--- src/rtl/led_seq_if.sv ---
// Control and pattern bus between an LED sequencer and whatever drives it.
// The master supplies run/step/mode controls; the slave (sequencer) returns the pattern and pulses.
interface led_seq_if #(
  parameter int WIDTH = 8
);
  logic             en;
  logic             step;
  logic [1:0]       mode;
  logic [WIDTH-1:0] leds;
  logic             tick;
  logic             wrap;

  modport master (output en, step, mode, input leds, tick, wrap);
  modport slave  (input en, step, mode, output leds, tick, wrap);
endinterface

--- src/rtl/led_seq.sv ---
// LED sequencer: prescaled or single-stepped advance through one of four
// patterns (binary up, binary down, bouncing one-hot, Gray count).
module led_seq #(
  parameter int WIDTH = 8,
  parameter int DIV   = 50000000,
  parameter int DIV_W = 26
) (
  input  logic     clk,
  input  logic     rst,
  led_seq_if.slave bus
);

  localparam int POS_W = (WIDTH > 1) ? $clog2(WIDTH) : 1;

  typedef enum logic [1:0] {M_UP = 2'd0, M_DOWN = 2'd1, M_BOUNCE = 2'd2, M_GRAY = 2'd3} mode_t;
  typedef enum logic {DIR_UP = 1'b0, DIR_DOWN = 1'b1} dir_t;

  logic [DIV_W-1:0] r_pcnt;
  logic [WIDTH-1:0] r_cnt;
  logic [POS_W-1:0] r_pos;
  dir_t             r_dir;
  mode_t            r_mode_q;
  logic [WIDTH-1:0] r_leds;
  logic             r_tick;
  logic             r_wrap;

  logic             w_adv;
  logic             w_mode_chg;
  logic [DIV_W-1:0] w_pcnt_nxt;
  logic [WIDTH-1:0] w_cnt_nxt;
  logic [POS_W-1:0] w_pos_nxt;
  dir_t             w_dir_nxt;
  logic [WIDTH-1:0] w_leds_nxt;
  logic             w_wrap_nxt;

  function automatic logic [WIDTH-1:0] gray_of(input logic [WIDTH-1:0] v);
    return v ^ (v >> 1);
  endfunction

  function automatic logic [WIDTH-1:0] one_hot(input logic [POS_W-1:0] p);
    return WIDTH'(1) << p;
  endfunction

  // Prescaler and next-pattern computation
  always_comb begin
    w_mode_chg = (mode_t'(bus.mode) != r_mode_q);
    w_adv      = bus.en ? (r_pcnt == DIV_W'(DIV - 1)) : bus.step;
    w_pcnt_nxt = r_pcnt;
    if (bus.en) w_pcnt_nxt = (r_pcnt == DIV_W'(DIV - 1)) ? '0 : r_pcnt + DIV_W'(1);

    w_cnt_nxt  = r_cnt;
    w_pos_nxt  = r_pos;
    w_dir_nxt  = r_dir;
    w_leds_nxt = r_leds;
    w_wrap_nxt = 1'b0;
    case (r_mode_q)
      M_UP: begin
        w_cnt_nxt  = r_cnt + WIDTH'(1);
        w_leds_nxt = w_cnt_nxt;
        w_wrap_nxt = &r_cnt;
      end
      M_DOWN: begin
        w_cnt_nxt  = r_cnt - WIDTH'(1);
        w_leds_nxt = w_cnt_nxt;
        w_wrap_nxt = ~|r_cnt;
      end
      M_BOUNCE: begin
        // A single LED has nowhere to bounce: every advance is a full period.
        if (WIDTH == 1) begin
          w_wrap_nxt = 1'b1;
        end else if (r_dir == DIR_UP) begin
          w_pos_nxt = r_pos + POS_W'(1);
          if (w_pos_nxt == POS_W'(WIDTH - 1)) w_dir_nxt = DIR_DOWN;
        end else begin
          w_pos_nxt = r_pos - POS_W'(1);
          if (w_pos_nxt == '0) begin
            w_dir_nxt  = DIR_UP;
            w_wrap_nxt = 1'b1;
          end
        end
        w_leds_nxt = one_hot(w_pos_nxt);
      end
      default: begin
        w_cnt_nxt  = r_cnt + WIDTH'(1);
        w_leds_nxt = gray_of(w_cnt_nxt);
        w_wrap_nxt = &r_cnt;
      end
    endcase
  end

  // State registers; a mode change restarts the pattern like a reset
  always_ff @(posedge clk) begin
    if (rst || w_mode_chg) begin
      r_pcnt   <= '0;
      r_cnt    <= '0;
      r_pos    <= '0;
      r_dir    <= DIR_UP;
      r_mode_q <= mode_t'(bus.mode);
      r_leds   <= (mode_t'(bus.mode) == M_BOUNCE) ? WIDTH'(1) : '0;
      r_tick   <= 1'b0;
      r_wrap   <= 1'b0;
    end else begin
      r_pcnt <= w_pcnt_nxt;
      r_tick <= w_adv;
      r_wrap <= w_adv & w_wrap_nxt;
      if (w_adv) begin
        r_cnt  <= w_cnt_nxt;
        r_pos  <= w_pos_nxt;
        r_dir  <= w_dir_nxt;
        r_leds <= w_leds_nxt;
      end
    end
  end

  assign bus.leds = r_leds;
  assign bus.tick = r_tick;
  assign bus.wrap = r_wrap;

endmodule

--- src/flat_wrapper.sv ---
// flat-port wrapper written by rule: the top's interface ports become plain ports
module led_seq_flat 
#(
  parameter int WIDTH = 8,
  parameter int DIV   = 50000000,
  parameter int DIV_W = 26
)
  (clk, rst, bus_en, bus_step, bus_mode, bus_leds, bus_tick, bus_wrap);
  led_seq_if #(.WIDTH(WIDTH)) bus_i ();
  input  logic clk;
  input  logic rst;
  input wire logic [$bits(bus_i.en)-1:0] bus_en;
  input wire logic [$bits(bus_i.step)-1:0] bus_step;
  input wire logic [$bits(bus_i.mode)-1:0] bus_mode;
  output wire logic [$bits(bus_i.leds)-1:0] bus_leds;
  output wire logic [$bits(bus_i.tick)-1:0] bus_tick;
  output wire logic [$bits(bus_i.wrap)-1:0] bus_wrap;
  assign bus_i.en = bus_en;
  assign bus_i.step = bus_step;
  assign bus_i.mode = bus_mode;
  assign bus_leds = bus_i.leds;
  assign bus_tick = bus_i.tick;
  assign bus_wrap = bus_i.wrap;
  led_seq #(.WIDTH(WIDTH), .DIV(DIV), .DIV_W(DIV_W)) u_core (.clk(clk), .rst(rst), .bus(bus_i));
endmodule
--- config.mk ---
export PLATFORM = sky130hd
export DESIGN_NAME = led_seq_flat
export DESIGN_NICKNAME = d
export VERILOG_FILES = /design/src/rtl/led_seq_if.sv /design/src/rtl/led_seq.sv /design/src/flat_wrapper.sv
export SDC_FILE = /design/constraint.sdc
export NUM_CORES = 1
export LEC_CHECK = 0
export BUFFER_PORTS_ARGS = -buffer_cell sky130_fd_sc_hd__clkbuf_2
export CAP_MARGIN = 40
export CORE_ASPECT_RATIO = 1.4
export CORE_MARGIN = 3
export CORE_UTILIZATION = 35
export CTS_BUF_LIST = sky130_fd_sc_hd__clkbuf_16
export CTS_CLUSTER_SIZE = 16
export DETAILED_ROUTE_END_ITERATION = 10
export HOLD_SLACK_MARGIN = 0.08
export PLACE_DENSITY_LB_ADDON = 0.15
export SYNTH_ARGS = -nofsm -noshare
export SYNTH_HDL_FRONTEND = slang
export SYNTH_SLANG_ARGS = --single-unit
--- constraint.sdc ---
create_clock -name clk -period 6.34 [get_ports clk]
set_input_delay 0.951 -clock clk [delete_from_list [all_inputs] [get_ports clk]]
set_output_delay 0.951 -clock clk [all_outputs]
set_load 0.1 [all_outputs]
==> metrics.txt <==
router iterations before antenna repair 4; worst-margin pin slew between 0.7 and 0.8 ns; Max Clock Freq about 360 MHz; IO Count 16; area grow syn2layout 8.59%; CTS max path bufs 2; worst hold start u_core.r_pcnt[5]$_SDFFE_PP0P_; post-route setup slack 3.60 ns; Worst-Skew Late Latency around 0.29 ns; Worst Hold Class reg -> reg; Slew Viols, Final 0; pre-CTS setup slack roughly 2.9 ns; detailed placer's ending HPWL 5150 microns; postcts setup bufs 0; GR peak layer met2; Port Buffers 15; largest net degree at the start of global routing 27; maximum vdd ir drop 0.127 mV; fin crit share 43.2%; post-route ant nets 0; clk slew on worst S/H paths 0.06 ns; sequential area share after synthesis 35.7%; post-route total power just over 700 uW; number of diodes 0; Ys Warns 0; H-tree depth 2; initial antenna violation count 0; crit path DAT about 2.7 ns; first-pass GRT wire length approximately 12000 microns; Die Area 10000 sq um; Setup TNS 0 ns; met3 Use GR 2.24%; dpl cells 460; GR Util met2 28.3%; slew margin rel. 46.9%; Final Setup Violations 0; synth unique cells 50; Post-Synthesis Cell Area ~3100 sq um; crit-path max FO 26; core area about 8400 sq um; Gate Count Post-Synth 366; Max Cap Viol 0; Synth Flop Type dfxtp_1; WL/cell 14.8 microns; CTS root buf clkbuf_16; CP cell instances clkbuf_2, nand4_1, or4_4, o31ai_2, buf_4, nand2b_1; Nets 384; Post-Route WL 6920 microns; RSZ-0062 raised after global routing no; Post-route DRC 0; clock skew 0.00624 ns; GRT Util Overall 14.8%; vias per cell ~5.4; starting density of the core 36.8%; Worst R2R Start u_core.r_mode_q[1]$_DFFE_PP_; Rows 39; placer congestion estimate 0.888; kind of critical path in -> reg; post-cts sizing count 0; vias in the first global route about 2500; Worst path slowest cell or4_4; Synth Area per Inst 8.43 sq um; CP required 6.28 ns; DIE HEIGHT about 120 microns; Post-Layout Cell Count ~470; P_leak roughly 0.0012 uW; DIE WIDTH around 85 microns; Final min period 2.74 ns; critical path capture point type register; met1 global-route usage 16.2%; commonest non-fill, non-tap cell in the layout nor2_1; Fin. Hold Viols 0; most frequent cells in the layout 43 x nor2_1, 40 x dfxtp_1, 29 x nand2_1; Synthesized Nets 384; ys async rst share 0%; slowest stage delay, CP 0.47 ns; family with the most delay on the worst path simple AND/OR/NAND/NOR gates; 1st-iter DRT viols 149; Post-synth EDFFs 10; Startpoint Class input pin; CP Buf/Inv Count 2; CTS sink count 50; TritonCTS clock tree done; crit path from bus_en; #FFs+latches synth 50; Post-CTS Hold Buffers 0; PwrDens between 200 and 250 nW/um^2; GRT Residual Overflow 0; via count 2537; status finished clean; number of buffers created by CTS 5; share of cells above drive strength 1 8.72%
==> synth_stat cells (2+ instances only) <==
master / n / share of area (%)
nor2_1: 43 / 5.2
dfxtp_1: 40 / 26
nand2_1: 29 / 3.5
xor2_1: 26 / 7.4
xnor2_1: 23 / 6.5
clkbuf_1: 22 / 2.7
a21oi_1: 14 / 2.3
nand3_1: 14 / 2.3
nand4_1: 13 / 2.6
ha_1: 12 / 4.9
nor3_1: 11 / 1.8
o21ai_0: 11 / 1.8
edfxtp_1: 10 / 9.7
inv_1: 10 / 1.2
a211oi_1: 9 / 2.2
nor4_1: 7 / 1.4
or4_1: 6 / 1.5
mux2i_1: 5 / 1.6
nand2b_1: 5 / 1.0
o22ai_1: 5 / 1.0
o31ai_1: 5 / 1.2
or3_1: 5 / 1.0
and3_1: 4 / 0.81
a2111oi_0: 3 / 0.85
buf_1: 3 / 0.36
nand3b_1: 3 / 0.73
a21o_1: 2 / 0.49
a31oi_1: 2 / 0.41
mux2_2: 2 / 0.73
nor4b_1: 2 / 0.57
==> sequential cells by signal (all words and copies together) (netlist names) <==
name	flops
u_core.r_cnt	8
u_core.bus.tick	1
u_core.r_pcnt	26
u_core.bus.wrap	1
u_core.r_pos	3
u_core.r_dir	1
u_core.bus.leds	8
u_core.r_mode_q	2
==> worst paths after layout <==
| kind | cells past startpoint | slack, ns | end |
|---|---|---|---|
| worst min-delay path | 2 | 0.52 | u_core.r_pcnt[5]$_SDFFE_PP0P_ |
| worst max-delay path | 6 | 3.60 | u_core.bus.leds[1]$_SDFFCE_PP0P_ |
| worst max register to register | 7 | 3.67 | u_core.bus.leds[2]$_SDFFCE_PP0P_ |
| worst min register to register | 2 | 0.52 | u_core.r_pcnt[5]$_SDFFE_PP0P_ |
==> metal layers <==
layer | part of all wire (%) | wire (microns) | vias to the layer above
met3 | 3.1 | 212 | 11
met5 | 0 | 0 | -
met4 | 2.3 | 158 | 0
met2 | 52 | 3620 | 47
met1 | 42 | 2930 | 1177
li1 | - | - | 1302
==> logic make-up after synthesis <==
family          count (synthesis)  synth area share (%)
flops                          50                  35.7
buf+inv                        36                  4.38
compound gates                 60                  13.6
simple gates                  152                  25.3
mux                             7                  2.35
xor+xnor                       49                  13.9
fa+ha+maj                      12                  4.86
==> power breakdown <==
| part | leakage (uW) | total (uW) | internal, uW | switching (uW) |
|---|---|---|---|---|
| clock network | 0.0000776 | 252 | 142 | 110 |
| registers | 0.000437 | 339 | 333 | 5.93 |
| logic | 0.000656 | 119 | 29.2 | 89.3 |
==> tightest hold or removal path: stages (launching register included) <==
cell	delay, ns
dfxtp_1	0.34
xnor2_1	0.08
nor2_1	0.07
==> cell type report <==
cell class              count  area, sq um
multi-input cells         280         1850
inverters                  11         41.3
repair buffers             18         95.1
fillers                   875         5040
clock buffers               5          125
well taps                 102          128
clock inverters             3         11.3
flip-flops and latches     50         1100
==> stage by stage <==
| step | util [%] | hold WS [ns] | area [sq um] |
|---|---|---|---|
| floorplan | - | 0.479 | 3090 |
| global placement | 38.3 | 0.511 | 3210 |
| detailed placement | 38.3 | 0.512 | 3210 |
| CTS | 39.9 | 0.531 | 3350 |
| global route | 39.9 | 0.557 | 3350 |
| finish | 39.9 | 0.521 | 3350 |
No activity file was read; power rests on OpenSTA's default activity.
